$ cat config.mk
export PLATFORM = sky130hd
export DESIGN_NAME = vector_lane_serializer
export DESIGN_NICKNAME = d
export VERILOG_FILES = /design/src/rtl/vector_lane_serializer.sv
export SDC_FILE = /design/constraint.sdc
export NUM_CORES = 1
export LEC_CHECK = 0
export CAP_MARGIN = 5
export CORE_MARGIN = 10
export CORE_UTILIZATION = 50
export CTS_CLUSTER_SIZE = 16
export DETAILED_ROUTE_END_ITERATION = 16
export PLACE_DENSITY = 0.8
export SLEW_MARGIN = 20
export SYNTH_ARGS = -nofsm -noshare
export SYNTH_HDL_FRONTEND = slang
export SYNTH_SLANG_ARGS = --single-unit
export TNS_END_PERCENT = 1
$ cat constraint.sdc
create_clock -name clk -period 5.7 [get_ports clk]
set_clock_uncertainty 0.15 [all_clocks]
set_input_delay 0.855 -clock clk [delete_from_list [all_inputs] [get_ports clk]]
set_output_delay 0.855 -clock clk [all_outputs]
set_load 0.05 [all_outputs]
$ cat src/rtl/vector_lane_serializer.sv
// vector_lane_serializer: drains packed result vectors one lane per cycle onto
// a narrow scalar stream. Two vector slots (active + pending) let the next
// vector's lane 0 follow the current vector's last lane with no bubble.
//
// state   | meaning
// --------+----------------------------------------------
// S_EMPTY | nothing held, lane stream idle
// S_DRAIN | active vector draining, pending slot free
// S_FULL  | active draining and pending vector waiting
module vector_lane_serializer #(
  parameter int E_WIDTH = 8,
  parameter int M_WIDTH = 7,
  parameter int VECTOR  = 8,
  parameter int I_WIDTH = E_WIDTH + M_WIDTH + 1,
  parameter int VLEN    = I_WIDTH * VECTOR,
  parameter int IDX_W   = $clog2(VECTOR)
) (
  input  logic               clk,
  input  logic               rst_n,
  input  logic               flush,
  input  logic               vec_valid,
  output logic               vec_ready,
  input  logic [VLEN-1:0]    vec_in,
  output logic               lane_valid,
  input  logic               lane_ready,
  output logic [I_WIDTH-1:0] lane_data,
  output logic [IDX_W-1:0]   lane_idx,
  output logic               lane_last,
  output logic               busy
);

  typedef enum logic [1:0] {
    S_EMPTY = 2'd0,
    S_DRAIN = 2'd1,
    S_FULL  = 2'd2
  } state_t;

  localparam logic [IDX_W-1:0] LAST_IDX = IDX_W'(VECTOR - 1);

  state_t            state_q, state_d;
  logic [VLEN-1:0]   active_q, active_d;
  logic [VLEN-1:0]   pending_q, pending_d;
  logic [IDX_W-1:0]  idx_q, idx_d;

  logic vec_accept;
  logic lane_fire;
  logic last_fire;

  // Handshake qualifiers; everything driven out is a function of registered
  // state only, so no input reaches an output combinationally.
  always_comb begin
    vec_ready  = (state_q != S_FULL);
    lane_valid = (state_q != S_EMPTY);
    lane_data  = active_q[I_WIDTH*idx_q +: I_WIDTH];
    lane_idx   = idx_q;
    lane_last  = lane_valid & (idx_q == LAST_IDX);
    busy       = lane_valid;
    vec_accept = vec_valid & vec_ready;
    lane_fire  = lane_valid & lane_ready;
    last_fire  = lane_fire & (idx_q == LAST_IDX);
  end

  // Next-state logic: flush wins over any accept or fire in the same cycle.
  // An accept coinciding with the last fire loads active directly so the
  // pending slot is only ever used while the active vector is mid-drain.
  always_comb begin
    state_d   = state_q;
    active_d  = active_q;
    pending_d = pending_q;
    idx_d     = idx_q;
    if (flush) begin
      state_d = S_EMPTY;
      idx_d   = '0;
    end else begin
      unique case (state_q)
        S_EMPTY: begin
          if (vec_accept) begin
            active_d = vec_in;
            idx_d    = '0;
            state_d  = S_DRAIN;
          end
        end
        S_DRAIN: begin
          if (last_fire) begin
            idx_d = '0;
            if (vec_accept) begin
              active_d = vec_in;
              state_d  = S_DRAIN;
            end else begin
              state_d  = S_EMPTY;
            end
          end else begin
            if (vec_accept) begin
              pending_d = vec_in;
              state_d   = S_FULL;
            end
            if (lane_fire) begin
              idx_d = idx_q + IDX_W'(1);
            end
          end
        end
        S_FULL: begin
          if (last_fire) begin
            active_d = pending_q;
            idx_d    = '0;
            state_d  = S_DRAIN;
          end else if (lane_fire) begin
            idx_d = idx_q + IDX_W'(1);
          end
        end
        default: begin
          state_d = S_EMPTY;
          idx_d   = '0;
        end
      endcase
    end
  end

  // State and storage registers; reset clears both vector slots so no stale
  // payload is visible after release.
  always_ff @(posedge clk or negedge rst_n) begin
    if (!rst_n) begin
      state_q   <= S_EMPTY;
      active_q  <= '0;
      pending_q <= '0;
      idx_q     <= '0;
    end else begin
      state_q   <= state_d;
      active_q  <= active_d;
      pending_q <= pending_d;
      idx_q     <= idx_d;
    end
  end

endmodule
==> summary.md, run 1 <==
| Metric | Value |
|---|---|
| Status | finished clean |
| Hold crit path type | input port to async pin |
| Internal | 5.03 mW |
| DRT antenna net count | 0 |
| RSZ-0062 raised after global routing | no |
| Top cells by area, synth | dfrtp_1, mux2_2, mux2i_1 |
| MaxCap Viol Count | 0 |
| Fin Setup TNS | 0 ns |
| Most used flip-flop cell after synthesis | dfrtp_1 |
| CP Launch Type | flop |
| Final #Nets | 1,194 |
| Multi-input gate area | 5040 µm² |
| Critical path arrival | 3.36 ns |
| Area delta synth->final | 22.1% |
| Final worst slack | 1.34 ns |
| Sink Count | 261 |
| Die width | 175 µm |
| Post-synth EDFFs | 0 |
| Pre-CTS WS | 1.85 ns |
| RePlAce Congestion | 0.839 |
| Crit Path Class | flop to output port |
| WL final | 30,900 µm |
| I/O Pins | 156 |
| Post-synthesis sequential area ratio | 54.7% |
| P_sw | between 2 and 2.5 mW |
| Crit path max fanout | 25 |
| Worst-path clk slew | 0.06 ns |
| Async SR Flop Fraction | 100% |
| Cts bufs inserted | 27 |
| Utilization after layout | 62.1% |
| Largest net degree at the start of global routing | between 200 and 300 |
| CTS Buffer Depth | 3 |
| Initial Util | 50.9% |
| First drt pass iteration count | 5 |
| Sequential share of power | 44.7% |
| Worst-Skew Late Latency | 0.53 ns |
| Global-route wire length before repair | 48,100 µm |
| Synth Area per Inst | 12.9 µm² |
| # hold bufs at CTS | 0 |
| Max Clk Rate | 0.229 GHz |
| Relative slew slack | 18.6% |
| # setup viols final | 0 |
| Top cells by count, synth | dfrtp_1, mux2_2, nor2_1 |
| Cell count after synthesis | 928 |
| Synthesized net count | 1,067 |
| Vias in the first global route | between 8,000 and 9,000 |
| Storage element area | about 6500 µm² |
| Vias after detailed routing | 7,895 |
| Most frequent cell after synthesis | dfrtp_1 |
| Vias per cell | about 5.6 |
| Max Slew Vio Count | 0 |
| Flop and latch count out of synthesis | 261 |
| Lkg Pwr | 5.63 nW |
| Die ar. | 30,500 µm² |
| # DRC | 0 |
| Worst Path Required | 4.70 ns |
| Share of cells above drive strength 1 | 22.2% |
| Fillers | 1,770 |
| Post-CTS setup buffers | 0 |
| Yosys top cell area share | 54.7% |
| Hpwl dp | 22,000 µm |
| Critical Path Max Stage Delay | 0.85 ns |
| Global route overflow | 0 |
| Yosys cell types | 27 |
| Routed len/inst | 22.1 µm |
| CTS root buffer | clkbuf_16 |
| Initial antenna violation count | 10 |
| # port buffers | 155 |
| Net Sw Frac | 33.2% |
| Final worst-path cycle share | 76.6% |
| Critical-path top delay cell | dfrtp_2 |
| Largest area contributor in the netlist | dfrtp_1 |
| Synthesized area | 11,900 µm² |
| Pwr Density | 516 nW/µm² |
| GRT Resource Usage Total | 20.0% |
| Die height | 175 µm |
| Yosys warns | 0 |
| Peak supply drop | 0.329 mV |
| CP Cell Sequence | buf_4 -> mux4_2 -> mux2_2 -> clkdlybuf4s50_1 |
| Combinational share of power | around a third |
| Initial drt markers | 736 |
| Worst setup EP type | output port |
| Final Hold Vio Count | 0 |
| H-tree depth | 1 |
| Gates resized, CTS repair | 0 |
| Slew at the pin closest to its max-slew limit | 1.22 ns |
| Clock share of power | 23.7% |
| Std-Cell Rows | 56 |
| CTS tree | yes |
| Minimum clock period | 4.36 ns |
| Core area | between 20,000 and 25,000 µm² |
[worst max-delay path: cells and delay by family (launching register included)]
kind                   cells  cell delay (ns)
buffers and inverters      2             1.12
flip-flops                 1             0.85
multiplexers               2             0.84
[state kept, by name, indices dropped and copies added (netlist names)]
signal / count
pending_q: 128
state_q: 2
lane_idx: 3
active_q: 128
[metal layers]
metal  wire (µm)  up-vias  global-route usage (%)
met2       14700      231                    31.7
met3        2730       42                    6.31
li1            -     3572                       -
met1       13000     4040                    26.5
met4         436       10                    3.78
met5          62        -                       0
[cells in the final DEF, fill, tap and decap left out, drive strengths merged, types with 12 or more instances in the layout]
| cell | netlist | layout |
|---|---|---|
| mux2 | 147 | 147 |
| a21oi | 129 | 129 |
| mux4 | 32 | 32 |
| nor2 | 130 | 130 |
| dfrtp | 261 | 261 |
| clkbuf | 17 | 39 |
| mux2i | 128 | 128 |
| buf | 51 | 12 |
| clkdlybuf4s50 | 0 | 154 |
[cells by family after synthesis]
group           count (synthesis)  share of synthesized area [%]
buf+inv                        73                           3.34
flops                         261                           54.7
simple gates                  144                           4.81
mux                           307                           30.6
compound gates                137                           5.90
fa+ha+maj                       6                          0.629
[final cells by class]
cell class,count,area share (%)
Clock inverter,10,0.901
Tap cell,319,2.74
Clock buffer,39,5.28
Timing Repair Buffer,166,11.5
Inverter,5,0.129
Sequential cell,261,44.8
Multi-Input combinational cell,594,34.6
Antenna cell,5,0.0858
[path summary, 6_finish.rpt]
kind,start,endpoint,slack [ns],depth (start not counted)
min in group clk,pending_q[68],pending_q[68],0.35,1
max in group asynchronous,rst_n,active_q[34],3.86,2
setup / recovery,lane_idx[0],lane_data[5],1.34,4
hold reg to reg,pending_q[68],pending_q[68],0.35,1
hold / removal,rst_n,pending_q[115],0.21,1
setup reg to reg,lane_idx[1],pending_q[91],1.92,7
[through the flow]
stage / total power, mW / instance area [µm²] / instances / hold WS, ns
after floorplan: 4.90 / 11900 / 928 / 0.330
after global placement: 5.64 / 13700 / 1345 / 0.338
after detailed placement: 5.75 / 13700 / 1345 / 0.346
after CTS: 7.56 / 14600 / 1394 / 0.275
after global routing: 7.92 / 14600 / 1394 / 0.295
final: 7.52 / 14600 / 1399 / 0.214
[power by group through the flow]
stage	sequential (mW)	clock, mW	combinational (mW)
after global placement	3.35	0	2.30
after global routing	3.46	1.89	2.57
after detailed placement	3.39	0	2.37
after CTS	3.36	1.81	2.39
after floorplan	3.07	0	1.82
final	3.36	1.78	2.38
(Power assumes the default switching activity.)
==> inputs of run 2 (changes only) <==
PLACE_DENSITY = 0.83   (was 0.8)
clock period = 3.7 ns   (was 5.7 ns; I/O delays follow)
==> run 2 against run 1 <==
Final cell count grew 0.71%. Die area is the same. Critical endpoint is now lane_data[2]. Sequential power grew 50%. Utilization grew 0.52 points. First-iteration DRC count shrank 0.68%. Non-clock buffer count grew 11. Worst setup slack lost 0.91 ns. Sequential cell count is the same. Wire length shrank 0.54%.
==> summary.md, run 2 (synthesized netlist as in run 1, its figures left out) <==
| Metric | Value |
|---|---|
| Most used routing layer | met2 |
| Max Slew Vio Count | 0 (unchanged) |
| Initial antenna violation count | 9 (-1) |
| Minimum clock period | 3.28 ns |
| MaxCap Viol Count | 0 (unchanged) |
| Fin Setup TNS | 0 ns (unchanged) |
| Critical path arrival | 2.57 ns (-0.79 ns) |
| Initial Util | 50.9% (unchanged) |
| Crit path max fanout | 18 (-28%) |
| H-tree depth | 1 (unchanged) |
| Slew at the pin closest to its max-slew limit | 0.910 ns (-0.310 ns) |
| Grt met1 use | 26.4% (-0.13 points) |
| RePlAce Congestion | 0.853 (+1.7%) |
| Share of cells above drive strength 1 | 24.1% (+1.8 points) |
| Crit Path Class | flop to output port |
| Lkg Pwr | 5.71 nW (+1.5%) |
| CTS Buffer Depth | 3 (unchanged) |
| M3 GR Usage | 5.59% (-0.72 points) |
| Die ar. | 30,500 µm² (unchanged) |
| Global route overflow | 0 (unchanged) |
| Peak supply drop | 0.455 mV (+38%) |
| Worst setup EP type | output port |
| Routing usage on met2 | 30.8% (-0.91 points) |
| # setup viols final | 0 (unchanged) |
| Vias in the first global route | 8,351 (+2.6%) |
| Routed len/inst | 21.8 µm (-1.2%) |
| Post-CTS setup buffers | 0 (unchanged) |
| First drt pass iteration count | 5 (unchanged) |
| Relative slew slack | 39.3% (+21 points) |
| Vias per cell | 5.63 (-0.32%) |
| Largest net degree at the start of global routing | 104 (-60%) |
| Status | finished clean |
| Area delta synth->final | 23.2% |
| Worst-Skew Late Latency | 0.53 ns (about the same) |
| Non-filler cells in the finished layout | 1,409 (+0.71%) |
| # DRC | 0 (unchanged) |
| Placed Cells | 1,355 (+0.74%) |
| DRT antenna net count | 0 (unchanged) |
| Final #Nets | 1,204 (+0.84%) |
| Multi-input gate area | 5040 µm² (unchanged) |
| Fillers | 1,716 (-3.1%) |
| Std-Cell Rows | 56 (unchanged) |
| Worst-path clk slew | 0.06 ns (about the same) |
| Final worst-path cycle share | 88.5% |
| Global-route wire length before repair | 48,000 µm (-0.17%) |
| CP Launch Type | flop |
| Final Hold Vio Count | 0 (unchanged) |
| Initial drt markers | 731 (-0.68%) |
| CTS tree | yes |
| WL final | 30,800 µm (-0.54%) |
| Worst Path Required | 2.99 ns (-1.71 ns) |
| Die height | 175 µm (unchanged) |
| Storage element area | 6530 µm² (unchanged) |
| Gates resized, CTS repair | 0 (unchanged) |
| Hold crit path type | flop to flop |
| Most common cell after layout, fill and taps aside | dfrtp_1 |
| # port buffers | 155 (unchanged) |
| Commonest non-fill, non-tap cells in the layout | dfrtp_1, mux2_2, clkdlybuf4s50_1, a21oi_1, nor2_1 |
| Die width | 175 µm (unchanged) |
| Hpwl dp | 21,500 µm (-2.4%) |
| I/O Pins | 156 (unchanged) |
| Cts bufs inserted | 26 (-3.7%) |
| CTS root buffer | clkbuf_16 |
| Max Clk Rate | 0.305 GHz |
| Pwr Density | 786 nW/µm² (+52%) |
| GRT Resource Usage Total | 19.8% (-0.11 points) |
| Sink Count | 261 (unchanged) |
| Core area | 23,500 µm² (unchanged) |
| Vias after detailed routing | 7,926 (+0.39%) |
| RSZ-0062 raised after global routing | no |
[run 2: changes by cell type in the layout (fill, tap and decap cells not counted), sizes merged]
cell	change
clkdlybuf4s50	-16
bufinv	-1
clkinvlp	-1
clkbuf	+5
dlygate4sd3	+1
clkinv	-3
buf	+26
inv	-1
[run 2: repair_timing]
item	CTS	global route
setup endpoints to repair	0	0
hold buffers	1	0
endpoints found under the hold margin	100	0
[run 2: per-layer routing]
metal,wire [µm],up-vias,part of all wire [%]
li1,-,3574,-
met1,13100,4014,42
met4,798,8,2.6
met2,14500,276,47
met3,2320,54,7.5
met5,56,-,0.18
[run 2: critical path: stages (launching register included)]
cell	delay (ns)
dfrtp_1	0.35
buf_4	0.31
mux4_2	0.37
mux2_2	0.30
clkdlybuf4s50_1	0.71
[run 2: worst paths after layout]
kind | startpoint | endpoint | slack [ns] | cells after the start
worst max-delay path | lane_idx[1] | lane_data[2] | 0.42 | 4
worst min-delay path | pending_q[40] | pending_q[40] | 0.35 | 1
worst max register to register | lane_idx[1] | active_q[117] | 0.75 | 8
worst min register to register | pending_q[40] | pending_q[40] | 0.35 | 1
max in group asynchronous | rst_n | pending_q[8] | 2.03 | 3
min in group asynchronous | rst_n | pending_q[111] | 0.50 | 2
[run 2: cell type report]
class                   instances  area share, %
diodes                          5         0.0851
clock buffers                  44           5.50
clock inverters                 4          0.476
inverters                       5          0.128
multi-input cells             594           34.3
flip-flops and latches        261           44.4
well taps                     319           2.71
repair buffers                177           12.4
[run 2: where the power goes]
| group | internal [mW] | total, mW | switching [mW] | leakage, nW |
|---|---|---|---|---|
| logic | 1.89 | 3.82 | 1.93 | 2.28 |
| clock network | 1.62 | 2.70 | 1.08 | 0.431 |
| registers | 4.21 | 5.03 | 0.824 | 3.00 |
| total | 7.72 | 11.6 | 3.83 | 5.71 |
[run 2: through the flow]
| step | power (mW) | setup WS [ns] | hold WS (ns) | area (µm²) | util (%) |
|---|---|---|---|---|---|
| after floorplan | 7.54 | 0.861 | 0.109 | 11900 | - |
| after global placement | 8.61 | 0.909 | 0.339 | 13800 | 58.8 |
| after detailed placement | 8.84 | 0.766 | 0.345 | 13800 | 58.8 |
| after CTS | 11.6 | 0.428 | 0.359 | 14700 | 62.6 |
| after global routing | 12.2 | 0.385 | 0.366 | 14700 | 62.6 |
| final | 11.6 | 0.424 | 0.353 | 14700 | 62.7 |
